--- src/rtl/mul_div_unit_pkg.sv ---
// Shared encodings for the multiply/divide unit: operation codes, FSM states
// and the execute-stage ALU control codes the unit sits beside.
package mul_div_unit_pkg;

    localparam int MDU_W = 32;

    localparam logic [1:0] MDU_MULT  = 2'b00;
    localparam logic [1:0] MDU_MULTU = 2'b01;
    localparam logic [1:0] MDU_DIV   = 2'b10;
    localparam logic [1:0] MDU_DIVU  = 2'b11;

    typedef enum logic [3:0] {
        ALU_ADD = 4'd0,
        ALU_SUB = 4'd1,
        ALU_AND = 4'd2,
        ALU_OR  = 4'd3,
        ALU_XOR = 4'd4,
        ALU_NOR = 4'd5,
        ALU_SLT = 4'd6,
        ALU_SLL = 4'd7,
        ALU_SRL = 4'd8,
        ALU_SRA = 4'd9
    } alu_ctrl_e;

    typedef enum logic [1:0] {
        ST_IDLE = 2'd0,
        ST_MUL  = 2'd1,
        ST_DIV  = 2'd2,
        ST_FIX  = 2'd3
    } mdu_state_e;

    // Two's-complement magnitude; 32'h80000000 maps to 2^31 as an unsigned value.
    function automatic logic [MDU_W-1:0] mag(input logic [MDU_W-1:0] v, input logic neg);
        return neg ? (~v + 1'b1) : v;
    endfunction

endpackage

--- src/rtl/mul_div_unit_div_iter.sv ---
// Radix-2 restoring divider core on unsigned magnitudes: one quotient bit per
// step, dividend shifted out of the quotient register as quotient bits shift in.
module div_iter #(
    parameter int ITERS = 32,
    parameter int W     = 32
) (
    input  logic         clk,
    input  logic         rst,
    input  logic         load,
    input  logic         step,
    input  logic [W-1:0] dividend,
    input  logic [W-1:0] divisor,
    output logic [W-1:0] quotient,
    output logic [W-1:0] remainder,
    output logic         last
);

    localparam int CW = $clog2(ITERS);

    logic [CW-1:0] cnt_q;
    logic [W-1:0]  q_q;
    logic [W-1:0]  r_q;
    logic [W-1:0]  d_q;
    logic [W:0]    shifted;
    logic [W:0]    trial;

    // Remainder stays below the divisor, so one extra bit holds the shifted value;
    // the top bit of the trial difference is the borrow.
    always_comb begin
        shifted = {r_q, q_q[W-1]};
        trial   = shifted - {1'b0, d_q};
    end

    always_ff @(posedge clk) begin
        if (rst) begin
            cnt_q <= '0;
            q_q   <= '0;
            r_q   <= '0;
            d_q   <= '0;
        end else if (load) begin
            cnt_q <= '0;
            q_q   <= dividend;
            r_q   <= '0;
            d_q   <= divisor;
        end else if (step) begin
            cnt_q <= cnt_q + 1'b1;
            if (!trial[W]) begin
                r_q <= trial[W-1:0];
                q_q <= {q_q[W-2:0], 1'b1};
            end else begin
                r_q <= shifted[W-1:0];
                q_q <= {q_q[W-2:0], 1'b0};
            end
        end
    end

    assign quotient  = q_q;
    assign remainder = r_q;
    assign last      = (cnt_q == CW'(ITERS - 1));

endmodule

--- src/rtl/mul_div_unit.sv ---
// Multi-cycle MULT/MULTU/DIV/DIVU unit with architectural HI/LO registers.
// Holds busy while an operation is in flight; MTHI/MTLO writes land only when idle.
module mul_div_unit
    import mul_div_unit_pkg::*;
#(
    parameter int DIV_ITERS = 32
) (
    input  logic        clk,
    input  logic        rst,
    input  logic        start,
    input  logic [1:0]  op,
    input  logic [31:0] a,
    input  logic [31:0] b,
    input  logic        cancel,
    input  logic        hi_we,
    input  logic        lo_we,
    input  logic [31:0] wdata,
    output logic        busy,
    output logic        done,
    output logic [31:0] hi,
    output logic [31:0] lo,
    output mdu_state_e  dbg_state
);

    // Handshake: start is accepted only when busy=0 and cancel=0; busy rises at the
    // accepting edge and falls at the result edge, where done pulses for one cycle.

    mdu_state_e  state_q, state_d;
    logic [1:0]  op_q;
    logic [31:0] a_q, b_q;
    logic        div_zero_q;
    logic [31:0] hi_q, lo_q;
    logic        done_q;

    logic        accept;
    logic        div_step;
    logic        div_last;
    logic [31:0] quot, rem;
    logic [31:0] a_mag, b_mag;
    logic [63:0] a_ext, b_ext, product;
    logic        neg_quot, neg_rem;
    logic [31:0] fix_lo, fix_hi;

    assign accept   = (state_q == ST_IDLE) && start && !cancel;
    assign div_step = (state_q == ST_DIV) && !div_zero_q && !cancel;

    assign a_mag = mag(a, (op == MDU_DIV) && a[31]);
    assign b_mag = mag(b, (op == MDU_DIV) && b[31]);

    div_iter #(.ITERS(DIV_ITERS), .W(32)) u_div_iter (
        .clk       (clk),
        .rst       (rst),
        .load      (accept && op[1]),
        .step      (div_step),
        .dividend  (a_mag),
        .divisor   (b_mag),
        .quotient  (quot),
        .remainder (rem),
        .last      (div_last)
    );

    // Extending both operands to 64 bits makes the truncated product exact for both signednesses.
    always_comb begin
        a_ext    = op_q[0] ? {32'b0, a_q} : {{32{a_q[31]}}, a_q};
        b_ext    = op_q[0] ? {32'b0, b_q} : {{32{b_q[31]}}, b_q};
        product  = a_ext * b_ext;
        neg_quot = (op_q == MDU_DIV) && (a_q[31] ^ b_q[31]);
        neg_rem  = (op_q == MDU_DIV) && a_q[31];
        fix_lo   = div_zero_q ? 32'hFFFF_FFFF : mag(quot, neg_quot);
        fix_hi   = div_zero_q ? a_q : mag(rem, neg_rem);
    end

    always_comb begin
        state_d = state_q;
        case (state_q)
            ST_IDLE: if (accept) state_d = op[1] ? ST_DIV : ST_MUL;
            ST_MUL:  state_d = ST_IDLE;
            ST_DIV:  if (div_zero_q || div_last) state_d = ST_FIX;
            ST_FIX:  state_d = ST_IDLE;
            default: state_d = ST_IDLE;
        endcase
        if (cancel && state_q != ST_IDLE) state_d = ST_IDLE;
    end

    always_ff @(posedge clk) begin
        if (rst) begin
            state_q    <= ST_IDLE;
            op_q       <= '0;
            a_q        <= '0;
            b_q        <= '0;
            div_zero_q <= 1'b0;
            hi_q       <= '0;
            lo_q       <= '0;
            done_q     <= 1'b0;
        end else begin
            state_q <= state_d;
            done_q  <= 1'b0;
            if (accept) begin
                op_q       <= op;
                a_q        <= a;
                b_q        <= b;
                div_zero_q <= (b == 32'd0);
            end
            if (state_q == ST_IDLE) begin
                if (hi_we) hi_q <= wdata;
                if (lo_we) lo_q <= wdata;
            end
            if (state_q == ST_MUL && !cancel) begin
                hi_q   <= product[63:32];
                lo_q   <= product[31:0];
                done_q <= 1'b1;
            end
            if (state_q == ST_FIX && !cancel) begin
                hi_q   <= fix_hi;
                lo_q   <= fix_lo;
                done_q <= 1'b1;
            end
        end
    end

    assign busy      = (state_q != ST_IDLE);
    assign done      = done_q;
    assign hi        = hi_q;
    assign lo        = lo_q;
    assign dbg_state = state_q;

endmodule

--- config.mk ---
export PLATFORM = sky130hd
export DESIGN_NAME = mul_div_unit
export DESIGN_NICKNAME = d
export VERILOG_FILES = /design/src/rtl/mul_div_unit_pkg.sv /design/src/rtl/mul_div_unit_div_iter.sv /design/src/rtl/mul_div_unit.sv
export SDC_FILE = /design/constraint.sdc
export NUM_CORES = 2
export LEC_CHECK = 0
export CORE_ASPECT_RATIO = 0.75
export CORE_MARGIN = 1.5
export CORE_UTILIZATION = 40
export CTS_BUF_LIST = sky130_fd_sc_hd__clkbuf_4
export DETAILED_ROUTE_END_ITERATION = 7
export SLEW_MARGIN = 20
export SYNTH_ARGS = -nofsm -noshare
export SYNTH_HDL_FRONTEND = slang
export SYNTH_SLANG_ARGS = --single-unit
--- constraint.sdc ---
create_clock -name clk -period 28 [get_ports clk]
set_input_delay 2.8 -clock clk [delete_from_list [all_inputs] [get_ports clk]]
set_output_delay 2.8 -clock clk [all_outputs]
set_load 0.02 [all_outputs]
==> impl_metrics.yaml <==
synth:
  synth_ff_type: "dfxtp_1"
  synth_enable_flop_cells: 0
  synthAdderAreaFrac_pct: 52.9
  synth-xor-area-share_pct: 3.67
  synthArstFlopShare_pct: 0
  syn_area_mm2: 0.0620
  yosysTopAreaCellShare_pct: 45.8
  synth.most_common_cell: "inv_1"
  yosys-top-cells-count: "1586 x inv_1, 1420 x fa_1, 864 x nand2_1"
  ys_types: 80
  avgSynthCellArea_um2: 8.85
  synth_seq_area_share_pct: 7.58
  synth_cells: 7009
  ys_seq_elements: 235
  synth-compound-area-share_pct: 8.49
  synth_area_leaders: "fa_1 46%, inv_1 9.6%, dfxtp_1 7.6%"
  ys.warnings.count: 0
  synth_fp_nets: 8880
  synth_top_cell_by_area: "fa_1"
  synth_top_family_by_area: "adder cells"
  yosys.area_share.simple_pct: 14.8
  yosys-mux-area-fraction_pct: 0.653
global_routing:
  grtUsageTotal_pct: 26.8
  grt_pass1_vias: 49800
  grt_max_degree: 101
  antenna_found_initial: 16
  gr-total-overflow: 0
  grt_first_pass_wirelength_um: 317000
timing:
  final.period_utilization_pct: 38.3
  rsz0062_at_grt: "false"
  fin_crit_ns: 10.71
  slew_viol_final: 0
  hold_viol: 0
  relSlewSlack_pct: 24.3
  skew_ns: 0.0907
  max_freq_mhz: 93.3
  setup_viol: 0
  worst_slew_pin_slew_ns: 1.13
  finalSetupTns_ns: 0
critical_path:
  reg2reg_setup_slack_ns: 17.29
  regToRegStartpoint: "op_q[0]"
  path_max_fanout: 33
  reg2reg_depth: 31
  critPathLaunchType: "flop"
  arrival_ns: 11.44
  cp_slowest_cell: "fa_1"
  path_class: "flop to flop"
  slowest_delay_ns: 0.89
  critPathTopFamily: "adder cells"
  cp.required_ns: 28.73
  crit_buf_inv: 8
  r2r-end: "hi[29]"
  crit_top_cell: "fa_1"
  crit_path_end_kind: "flop"
floorplan:
  die_x_um: 458
  pin_count: 172
  placementRows: 124
  die_area_mm2: 0.157
  dieHeight_um: 344
  start_util_pct: 40.5
  coreArea_mm2: 0.153
clocking:
  post_cts_buffers: 0
  insertion_delay_ns: 0.85
  cts_buffer_depth: 3
  hold_buffers: 0
  cts_sinks: 235
  cts_made_buffers: 58
  root_buffer: "clkbuf_4"
  htreeDepth: 2
  clk_pin_slew_ns: 0.07
  cts-resized-gates: 0
  cts_tree: "yes"
finish:
  fill_cells: 15200
  area.sequential_mm2: 0.00473
  layout.cells.non_filler: 9022
  area_growth_pct: 6.83
  final_util_pct: 43.3
  drive_gt1_share_pct: 3.23
  fin_nets: 8821
  multi_input_comb_area_mm2: 0.0500
  post-route-cell-area_mm2: 0.0663
pwr:
  power_density_mw_per_mm2: 21.3
  leakage_nw: 32.4
  vdd_drop_max_mv: 0.0267
hold_path:
  worstHoldStart: "b_q[17]"
  min_to: "b_q[17]"
  min_path_cells: 2
  min_path_type: "flop to flop"
route:
  drtIter0Drc: 4228
  drc: 0
  dr.pass1.iters: 6
  wl_um: 206000
  routedWlPerCell_um: 22.9
  final_antenna_net_count: 0
  via_count: 47900
  viasPerCell: 5.30
placed_design:
  gp_congestion: 0.971
  port_buffers: 171
  dp_hpwl_um: 168000
  place_area_mm2: 0.0656
  post-place-cells: 8906
job:
  drv_cap: 0
outcome:
  outcome: "complete, no violations"
cell type report:
| cell class | count | area share [%] |
|---|---|---|
| Antenna cell | 11 | 0.0415 |
| Clock buffer | 73 | 0.827 |
| Clock inverter | 32 | 0.204 |
| Inverter | 1586 | 8.98 |
| Multi-Input combinational cell | 4812 | 75.4 |
| Sequential cell | 235 | 7.13 |
| Tap cell | 2016 | 3.81 |
| Timing Repair Buffer | 257 | 3.56 |
where the power goes:
group	leakage, nW	switching (W)	internal (W)
Sequential	1.93	0.0000262	0.000351
Combinational	30.1	0.000474	0.000263
Clock	0.408	0.000173	0.000124
Total	32.4	0.000674	0.000738
through the flow:
step	total power (W)	hold WS [ns]	setup WS, ns
2_1_floorplan	0.000842	0.432	18.85
3_3_place_gp	0.00111	0.442	17.45
3_5_place_dp	0.00112	0.445	17.53
4_1_cts	0.00141	0.457	17.53
5_1_grt	0.00150	0.474	17.08
6_report	0.00141	0.455	17.29
registers in the layout (all words and copies together) (netlist names):
signal	count
b_q	32
u_div_iter.quotient	32
done	1
op_q	2
dbg_state	2
hi	32
u_div_iter.cnt_q	5
u_div_iter.d_q	32
a_q	32
lo	32
div_zero_q	1
u_div_iter.remainder	32
tightest hold or removal path, cell delays in order, from the launching register on:
cell and delay [ns]:
dfxtp_1 0.31, nand2_1 0.05, a21oi_1 0.05
how the worst max path moves through the flow:
stage	slack (ns)	depth (start not counted)	endpoint	startpoint
2_1_floorplan	18.85	31	hi[26]	a_q[31]
3_3_place_gp	17.45	31	hi[29]	op_q[0]
3_5_place_dp	17.53	31	hi[29]	op_q[0]
4_1_cts	17.53	31	hi[29]	op_q[0]
5_1_grt	17.08	31	hi[29]	op_q[0]
6_report	17.29	31	hi[29]	op_q[0]
logic make-up (layout without fill, tap and decap cells):
kind of cell	Yosys count	in the layout
flip-flops	235	235
XOR/XNOR	260	260
other	0	11
buffers and inverters	1962	1948
AND/OR/NAND/NOR	1903	1903
multiplexers	40	40
AO/OA/AOI/OAI	839	839
adder cells (fa/ha/maj)	1770	1770
routing by layer:
metal  part of all wire (%)  global-route usage, %  routed length, µm
met1                     45                   38.9              92100
met2                     44                   41.3              91400
met3                    8.3                   4.94              17200
met4                    2.8                   6.81               5790
met5                      0                      0                  0
layout by cell type (no fill, tap or decap), types with 11 or more instances in the layout:
master	Yosys	routed
or4_1	12	12
a311oi_1	19	19
a211oi_1	56	56
and3_1	14	14
o21a_1	15	15
a21oi_1	311	310
a21o_1	45	45
clkbuf_4	0	73
and2_1	588	587
ha_1	347	347
buf_4	1	86
xnor2_1	166	166
inv_1	1586	1586
xor2_1	94	94
o22ai_1	23	23
a22oi_1	21	21
clkdlybuf4s50_1	0	170
o41ai_1	12	12
nor3_1	32	31
dfxtp_1	235	219
o31ai_1	26	26
mux2i_1	36	36
a221oi_1	16	16
nor2_1	217	214
nor2b_1	22	19
o21bai_1	19	19
nand4_1	20	20
o211ai_1	19	19
nand3_1	42	42
o21ai_0	155	155
fa_1	1420	1420
or3_1	22	22
o221ai_1	12	12
diode_2	0	11
nor4_1	18	18
nand2b_1	22	21
dfxtp_2	0	15
a31oi_1	29	29
nand2_1	864	863
clkinv_1	0	21
Power figures use the tool's default switching activity.
